--- config.mk ---
export PLATFORM = sky130hd
export DESIGN_NAME = channel_flat
export DESIGN_NICKNAME = d
export VERILOG_FILES = /design/src/rtl/channel_pkg.sv /design/src/rtl/channel_if.sv /design/src/rtl/channel_lfsr.sv /design/src/rtl/channel.sv /design/src/flat_wrapper.sv
export SDC_FILE = /design/constraint.sdc
export NUM_CORES = 1
export LEC_CHECK = 0
export CELL_PAD_IN_SITES_DETAIL_PLACEMENT = 0
export CELL_PAD_IN_SITES_GLOBAL_PLACEMENT = 1
export CORE_MARGIN = 1
export CORE_UTILIZATION = 35
export DETAILED_ROUTE_END_ITERATION = 16
export GPL_ROUTABILITY_DRIVEN = 0
export PLACE_DENSITY_LB_ADDON = 0.12
export SLEW_MARGIN = 20
export SYNTH_ARGS = -nofsm -noshare
export SYNTH_HDL_FRONTEND = slang
export SYNTH_SLANG_ARGS = --single-unit
--- constraint.sdc ---
create_clock -name clk -period 11.3 [get_ports clk]
set_input_delay 1.13 -clock clk [delete_from_list [all_inputs] [get_ports clk]]
set_output_delay 1.13 -clock clk [all_outputs]
set_load 0.03 [all_outputs]
--- src/rtl/channel_pkg.sv ---
// ============================================================================
// channel_pkg : shared constants and types for the error-injection channel
// Revision    : 1.0
// ============================================================================
`default_nettype none

package channel_pkg;

  // Hamming(11,7) codeword: parity at bits 0,1,3,7; data at 10:8, 6:4, 2
  localparam int CW_WIDTH = 11;
  localparam int PARITY_POS [4] = '{0, 1, 3, 7};

  localparam int LFSR_WIDTH = 16;
  // x^16 + x^14 + x^13 + x^11 + 1 -> feedback from bits 15, 13, 12, 10
  localparam logic [LFSR_WIDTH-1:0] LFSR_TAPS = 16'hB400;

  typedef enum logic [1:0] {
    ERR_NONE  = 2'b00,
    ERR_RAND1 = 2'b01,
    ERR_FIXED = 2'b10,
    ERR_RAND2 = 2'b11
  } err_mode_e;

  // Single-subtraction modulo; callers guarantee v < 2*lim
  function automatic logic [4:0] fold(input logic [4:0] v, input logic [4:0] lim);
    return (v < lim) ? v : v - lim;
  endfunction

endpackage

`default_nettype wire

--- src/rtl/channel_if.sv ---
// ============================================================================
// channel_if : word stream, error controls and status of the channel
// Revision   : 1.0
// ============================================================================
`default_nettype none

interface channel_if
  import channel_pkg::*;
#(
  parameter int WIDTH = CW_WIDTH
);
  logic [WIDTH-1:0] din;
  logic             din_valid;
  logic             err_en;
  logic [1:0]       err_mode;
  logic [3:0]       err_pos;
  logic [WIDTH-1:0] dout;
  logic             dout_valid;
  logic [WIDTH-1:0] err_mask;
  logic [15:0]      err_count;

  // master drives words and error controls; slave is the channel itself
  modport master (
    output din, din_valid, err_en, err_mode, err_pos,
    input  dout, dout_valid, err_mask, err_count
  );

  modport slave (
    input  din, din_valid, err_en, err_mode, err_pos,
    output dout, dout_valid, err_mask, err_count
  );
endinterface

`default_nettype wire

--- src/rtl/channel_lfsr.sv ---
// ============================================================================
// channel_lfsr : 16-bit Fibonacci LFSR, shift left, advances only when adv=1
// Revision     : 1.0
// ============================================================================
`default_nettype none

module channel_lfsr
  import channel_pkg::*;
#(
  parameter logic [LFSR_WIDTH-1:0] SEED = 16'hACE1  // must be nonzero
) (
  input  wire logic                  clk,
  input  wire logic                  rst_n,
  input  wire logic                  adv,
  output logic      [LFSR_WIDTH-1:0] lfsr
);

  logic [LFSR_WIDTH-1:0] r_state;
  logic                  w_fb;

  assign w_fb = ^(r_state & LFSR_TAPS);

  always_ff @(posedge clk or negedge rst_n) begin
    if (!rst_n) begin
      r_state <= SEED;
    end else if (adv) begin
      r_state <= {r_state[LFSR_WIDTH-2:0], w_fb};
    end
  end

  assign lfsr = r_state;

endmodule

`default_nettype wire

--- src/rtl/channel.sv ---
// ============================================================================
// channel : 1-cycle codeword channel with LFSR-driven bit-error injection
// Revision: 1.0
// ============================================================================
`default_nettype none

module channel
  import channel_pkg::*;
#(
  parameter int                    WIDTH     = CW_WIDTH,
  parameter logic [LFSR_WIDTH-1:0] LFSR_SEED = 16'hACE1
) (
  input  wire logic clk,
  input  wire logic rst_n,
  channel_if.slave  bus
);

  localparam logic [4:0]       c_npos = 5'(CW_WIDTH);
  localparam logic [4:0]       c_nk   = 5'(CW_WIDTH - 1);
  localparam logic [WIDTH-1:0] c_one  = WIDTH'(1);

  logic [LFSR_WIDTH-1:0] w_lfsr;
  logic                  w_unused_lfsr;
  logic [4:0]            w_p1;
  logic [4:0]            w_k;
  logic [4:0]            w_p2;
  logic [WIDTH-1:0]      w_mask;
  logic [4:0]            w_pop;
  logic [16:0]           w_sum;
  logic [15:0]           w_count_nxt;

  logic [WIDTH-1:0]      r_dout;
  logic                  r_dout_valid;
  logic [WIDTH-1:0]      r_mask;
  logic [15:0]           r_count;

  channel_lfsr #(
    .SEED (LFSR_SEED)
  ) u_lfsr (
    .clk   (clk),
    .rst_n (rst_n),
    .adv   (bus.din_valid),
    .lfsr  (w_lfsr)
  );

  // Positions use the pre-advance LFSR value; p2 is offset 1..10 from p1
  // modulo 11, so it can never land on p1.
  assign w_p1          = fold({1'b0, w_lfsr[3:0]}, c_npos);
  assign w_k           = fold({1'b0, w_lfsr[7:4]}, c_nk);
  assign w_p2          = fold(w_p1 + w_k + 5'd1, c_npos);
  assign w_unused_lfsr = ^w_lfsr[LFSR_WIDTH-1:8];

  always_comb begin
    w_mask = '0;
    if (bus.err_en) begin
      case (err_mode_e'(bus.err_mode))
        ERR_RAND1: w_mask = c_one << w_p1;
        ERR_FIXED: begin
          if ({1'b0, bus.err_pos} < c_npos) begin
            w_mask = c_one << bus.err_pos;
          end
        end
        ERR_RAND2: w_mask = (c_one << w_p1) | (c_one << w_p2);
        default:   w_mask = '0;
      endcase
    end
  end

  always_comb begin
    w_pop = '0;
    for (int i = 0; i < WIDTH; i++) begin
      w_pop = w_pop + {4'd0, w_mask[i]};
    end
  end

  assign w_sum       = {1'b0, r_count} + {12'd0, w_pop};
  assign w_count_nxt = w_sum[16] ? 16'hFFFF : w_sum[15:0];

  // Idle cycles only clear dout_valid; data, mask and count hold.
  always_ff @(posedge clk or negedge rst_n) begin
    if (!rst_n) begin
      r_dout       <= '0;
      r_dout_valid <= 1'b0;
      r_mask       <= '0;
      r_count      <= '0;
    end else begin
      r_dout_valid <= bus.din_valid;
      if (bus.din_valid) begin
        r_dout  <= bus.din ^ w_mask;
        r_mask  <= w_mask;
        r_count <= w_count_nxt;
      end
    end
  end

  assign bus.dout       = r_dout;
  assign bus.dout_valid = r_dout_valid;
  assign bus.err_mask   = r_mask;
  assign bus.err_count  = r_count;

endmodule

`default_nettype wire

--- src/flat_wrapper.sv ---
// flat-port wrapper written by rule: the top's interface ports become plain ports
module channel_flat import channel_pkg::*;
#(
  parameter int                    WIDTH     = CW_WIDTH,
  parameter logic [LFSR_WIDTH-1:0] LFSR_SEED = 16'hACE1
)
  (clk, rst_n, bus_din, bus_din_valid, bus_err_en, bus_err_mode, bus_err_pos, bus_dout, bus_dout_valid, bus_err_mask, bus_err_count);
  channel_if #(.WIDTH(WIDTH)) bus_i ();
  input  wire logic clk;
  input  wire logic rst_n;
  input wire logic [$bits(bus_i.din)-1:0] bus_din;
  input wire logic [$bits(bus_i.din_valid)-1:0] bus_din_valid;
  input wire logic [$bits(bus_i.err_en)-1:0] bus_err_en;
  input wire logic [$bits(bus_i.err_mode)-1:0] bus_err_mode;
  input wire logic [$bits(bus_i.err_pos)-1:0] bus_err_pos;
  output wire logic [$bits(bus_i.dout)-1:0] bus_dout;
  output wire logic [$bits(bus_i.dout_valid)-1:0] bus_dout_valid;
  output wire logic [$bits(bus_i.err_mask)-1:0] bus_err_mask;
  output wire logic [$bits(bus_i.err_count)-1:0] bus_err_count;
  assign bus_i.din = bus_din;
  assign bus_i.din_valid = bus_din_valid;
  assign bus_i.err_en = bus_err_en;
  assign bus_i.err_mode = bus_err_mode;
  assign bus_i.err_pos = bus_err_pos;
  assign bus_dout = bus_i.dout;
  assign bus_dout_valid = bus_i.dout_valid;
  assign bus_err_mask = bus_i.err_mask;
  assign bus_err_count = bus_i.err_count;
  channel #(.WIDTH(WIDTH), .LFSR_SEED(LFSR_SEED)) u_core (.clk(clk), .rst_n(rst_n), .bus(bus_i));
endmodule
==> run metrics, run 1 <==
ys async rst share 100%; worst-path fanout max 10; CTS clk-pin slew, worst paths roughly 0.080 ns; number of primary I/O pins 60; post-route setup slack between 2 and 2.5 ns; largest cells by area after synthesis dfrtp_1 27%, dfstp_2 4.9%, ha_1 4.7%; final setup fails 0; FILL cells 1,182; DR vias 3,877; n_diodes 0; Syn-to-layout area delta 19.7%; antenna-violating nets left 0; root buf cell clkbuf_16; worst endpoint required time 11.55 ns; Syn Area/Cell ~8.7 um^2; Num CTS Buffers 5; wire per inst 17.5 um; Post-Syn Nets between 500 and 600; first-pass GRT wire length around 20,000 um; post-route clock period utilization roughly 81%; measured slew at the worst slew-check pin 0.892 ns; CTS H-tree lvls 2; Remaining Overflow, GRT 0; clk sink count 55; leading cell type in the layout, fill and taps excluded clkdlybuf4s50_1; worst min-delay path category reg2reg; Starting Density 35.8%; Cells after Synth a little under 500; Post-Syn Area about 4300 um^2; worst skew pair latency a little over 0.3 ns; Fin Clk Skew ~0.0084 ns; status complete, no violations; core area approximately 12,000 um^2; CTS Buffer Depth 2; dpl hpwl between 8000 and 9000 um; worst vdd ir 0.164 mV; Initial DRC Count roughly 270; Peak Freq about 0.11 GHz; Post-CTS Setup Repair Bufs 0; Yosys top cell area share roughly 27%; Data arrival, critical path between 9 and 10 ns; detailed-route DRC error count 0; largest net degree at the start of global routing 70; # nets final between 500 and 600; register bit total from synthesis 55; vias per cell 5.65; CTS tree built; share of layout cells above drive strength 1 roughly 8.7%; Syn. warnings 0; min Tclk post-route between 9 and 10 ns; gr usage total about a fifth; Final Hold Fails 0; critical path's top delay family adder cells; max-cap violations 0; Die Y between 100 and 150 um; register area share after synthesis ~32%; initial antenna violation count 0; post-synth cell types 73; Worst path max stage delay 0.73 ns; dpl ws 2.19 ns; unrepaired setup endpoints after global routing false; Leak roughly 0.0022 uW; CP startpoint kind flip-flop; IO Port Bufs 59; Initial DRT Pass Iterations 5; most used cell along the critical path fa_1; vias in the first global route about 3,700; Site Rows 40; post-CTS sizing 0; dominant cell type by area after synthesis dfrtp_1; hold-fix buffers at CTS 0; pwr dens roughly 330 nW/um^2; CP bufs+invs 5; most frequent cells in the layout 57 x clkdlybuf4s50_1, 50 x nand2_1, 47 x dfrtp_1, 44 x nor2_1, 29 x inv_1; EDFF count, synth 0; final wirelength approximately 12,000 um; slowest stage cell, crit path nor4b_1; Die ar. between 10,000 and 15,000 um^2; Critical Path Sink Type flip-flop; Slew headroom approximately 40%; setup TNS 0 ns; Crit Path Class reg2reg; Max Slew Vio Count 0; ys flop type dfrtp_1; DIE WIDTH between 100 and 150 um
## sequential cells by signal, summed over array words and instances, names as in the netlist
signal,flops
u_core.bus.err_count,16
u_core.u_lfsr.lfsr,16
u_core.bus.dout,11
u_core.bus.err_mask,11
u_core.bus.dout_valid,1
## area by class of cell
class                   instances  area, um^2  area share (%)
multi-input cells             386        2700            52.7
well taps                     147         184            3.59
flip-flops and latches         55        1390            27.1
clock buffers                   5         125            2.44
clock inverters                 3        23.8           0.464
repair buffers                 61         596            11.6
inverters                      29         109            2.12
## worst paths after layout
check                                      start  slack [ns]  cells past startpoint                      end
setup / recovery           u_core.u_lfsr.lfsr[6]        2.14                     30  u_core.bus.err_count[9]
hold / removal                u_core.bus.dout[9]        0.49                      2       u_core.bus.dout[9]
min in group asynchronous                  rst_n        0.96                      2    u_core.u_lfsr.lfsr[3]
hold reg to reg               u_core.bus.dout[9]        0.49                      2       u_core.bus.dout[9]
max in group asynchronous                  rst_n        9.83                      2   u_core.bus.err_mask[1]
setup reg to reg           u_core.u_lfsr.lfsr[6]        2.14                     30  u_core.bus.err_count[9]
## layer usage
| metal | global-route usage (%) | share of wire, % | vias to the layer above |
|---|---|---|---|
| li1 | - | - | 1901 |
| met1 | 27.4 | 49 | 1855 |
| met2 | 31.2 | 44 | 107 |
| met3 | 4.48 | 5.1 | 14 |
| met4 | 5.87 | 1.9 | 0 |
| met5 | 0 | 0 | - |
## report_power, final
group / internal [uW] / switching (uW)
sequential: 257 / 60.3
combinational: 460 / 763
clock: 83.8 / 82.9
total: 801 / 907
## tightest hold or removal path: stages, from the launching register on
cell	delay, ns
dfrtp_1	0.35
nand2_1	0.05
o31ai_1	0.05
## through the flow
step	cells	power [uW]	hold WS, ns	util [%]	instance area [um^2]
2_1_floorplan	490	1240	0.453	-	4280
3_3_place_gp	678	1530	0.478	41.6	4970
5_1_grt	686	1860	0.527	42.8	5120
4_1_cts	686	1700	0.499	42.8	5120
3_5_place_dp	678	1530	0.481	41.6	4970
6_report	686	1710	0.493	42.8	5120
## cell families (layout without fill, tap and decap cells)
kind of cell | after synthesis | in the layout | share of synthesized area, %
and+or+nand+nor | 193 | 193 | 23.2
AOI/OAI and AO/OA | 133 | 133 | 23.0
DFF | 55 | 55 | 32.4
buffers and inverters | 49 | 98 | 4.53
adders and majority gates | 24 | 24 | 8.42
muxes | 19 | 19 | 4.94
xor gates and xnor gates | 17 | 17 | 3.48
## cell usage after synthesis, drive strengths merged, types with 7 or more instances
| library cell | count |
|---|---|
| a21o | 10 |
| a21oi | 23 |
| a31oi | 7 |
| and2 | 7 |
| buf | 7 |
| clkbuf | 13 |
| dfrtp | 47 |
| dfstp | 8 |
| fa | 8 |
| ha | 16 |
| inv | 29 |
| mux2 | 17 |
| nand2 | 50 |
| nand2b | 13 |
| nand3 | 23 |
| nand4 | 8 |
| nor2 | 44 |
| nor2b | 8 |
| nor3 | 11 |
| o21a | 9 |
| o21ai | 16 |
| xnor2 | 9 |
| xor2 | 8 |
Power figures use the tool's default switching activity.
==> inputs of run 2 (changes only) <==
clock period = 8.4 ns   (was 11.3 ns; I/O delays follow)
==> run metrics, run 2 (same netlist as run 1, synthesis figures left out) <==
share of layout cells above drive strength 1 11.3% (+2.6 points); number of primary I/O pins 60 (unchanged); detailed-route DRC error count 0 (unchanged); IO Port Bufs 59 (unchanged); Critical Path Sink Type flip-flop; Syn-to-layout area delta 22.6%; min Tclk post-route 7.92 ns (-1.23 ns); worst vdd ir 0.172 mV (+4.8%); vias in the first global route 3,745 (+0.51%); wire per inst 17.4 um (-0.66%); antenna-violating nets left 0 (unchanged); CTS tree built; Initial DRC Count 235 (-11%); vias per cell 5.66 (+0.23%); core area 12,000 um^2 (unchanged); pwr dens 459 nW/um^2 (+38%); most frequent cells in the layout 57 x clkdlybuf4s50_1, 50 x nand2_1, 47 x dfrtp_1, 44 x nor2_1, 29 x inv_1; post-route clock period utilization 94.3% (+13 points); Final Hold Fails 0 (unchanged); Site Rows 40 (unchanged); Num CTS Buffers 5 (unchanged); worst-path fanout max 11 (+1); measured slew at the worst slew-check pin 0.760 ns (-0.132 ns); worst min-delay path category reg2reg; largest net degree at the start of global routing 70 (unchanged); Worst path max stage delay 0.53 ns (-0.20 ns); final setup fails 0 (unchanged); CTS clk-pin slew, worst paths 0.08 ns (about the same); worst skew pair latency 0.31 ns (about the same); final wirelength 12,100 um (+0.64%); setup TNS 0 ns (unchanged); critical path's top delay family adder cells; Die Y 113 um (unchanged); Data arrival, critical path 8.11 ns (-1.29 ns); gr usage total 20.3% (+0.38 points); Initial DRT Pass Iterations 5 (unchanged); DIE WIDTH 113 um (unchanged); CTS Buffer Depth 2 (unchanged); clk sink count 55 (unchanged); root buf cell clkbuf_16; Starting Density 35.8% (unchanged); Crit Path Class reg2reg; CP startpoint kind flip-flop; first-pass GRT wire length 19,900 um (+1.6%); Slew headroom 48.6% (+8.9 points); # nets final 592 (+1.5%); most used cell along the critical path fa_1; CTS H-tree lvls 2 (unchanged); n_diodes 0 (unchanged); status complete, no violations; Remaining Overflow, GRT 0 (unchanged); slowest stage cell, crit path dfrtp_1; Fin Clk Skew 0.00851 ns (+0.000121 ns); Max Slew Vio Count 0 (unchanged); post-route total power 2410 uW (+41%); initial antenna violation count 0 (unchanged); DR vias 3,937 (+1.5%); Peak Freq 0.126 GHz (+16%); hold-fix buffers at CTS 0 (unchanged); max-cap violations 0 (unchanged); CP bufs+invs 4 (-1); Die ar. 12,700 um^2 (unchanged); Leak 0.00225 uW (+2.7%); unrepaired setup endpoints after global routing false; worst endpoint required time 8.59 ns (-2.96 ns); dpl hpwl 8980 um (+0.63%); leading cell type in the layout, fill and taps excluded clkdlybuf4s50_1
-- run 2: layer usage --
layer	track usage (%)	vias up	wire length [um]
met5	0	-	0
met4	5.33	0	159
met3	4.37	14	664
met2	32.5	109	5540
met1	27.7	1896	5710
li1	-	1918	-
-- run 2: final cells by class --
type,instances,area (um^2)
inverter,29,109
tap,147,184
fill,1220,6720
timing repair buffer,70,663
sequential,55,1390
multi-input combinational,386,2730
clock inverter,2,38.8
clock buffer,6,129
-- run 2: worst reg2reg max path, delay by kind of cell (launching register included) --
family | cells | cell delay [ns]
buffers and inverters | 4 | 0.33
and+or+nand+nor | 8 | 1.34
adders and majority gates | 9 | 3.55
xor gates and xnor gates | 1 | 0.16
DFF | 1 | 0.53
AOI/OAI and AO/OA | 8 | 1.88
-- run 2: power breakdown --
group	switching, uW	total, uW	internal (uW)
sequential	77.8	425	347
combinational	1060	1730	664
clock	113	256	143
total	1260	2410	1150
-- run 2: worst paths after layout --
check	startpoint	end	slack, ns	cells after the start
min reg2reg	u_core.bus.dout[9]	u_core.bus.dout[9]	0.50	2
min in group asynchronous	rst_n	u_core.u_lfsr.lfsr[3]	0.64	2
min	u_core.bus.dout[9]	u_core.bus.dout[9]	0.50	2
max reg2reg	u_core.u_lfsr.lfsr[2]	u_core.bus.err_count[14]	0.48	30
max	u_core.u_lfsr.lfsr[2]	u_core.bus.err_count[14]	0.48	30
max in group asynchronous	rst_n	u_core.u_lfsr.lfsr[8]	7.22	2
-- run 2: timing repair --
action                                  4_1_cts  5_1_grt
gates resized for setup                       0        9
endpoints found under the setup margin        0       12
buffers inserted                              0        4
-- run 2: metrics by stage --
stage	hold WS, ns	instance area (um^2)	cells	setup WS (ns)	utilization (%)
2_1_floorplan	0.453	4280	490	0.691	-
3_3_place_gp	0.485	5010	683	0.409	41.9
3_5_place_dp	0.485	5010	683	0.320	41.9
4_1_cts	0.506	5180	691	0.280	43.3
5_1_grt	0.527	5250	695	0.0324	43.9
6_report	0.500	5250	695	0.479	43.9
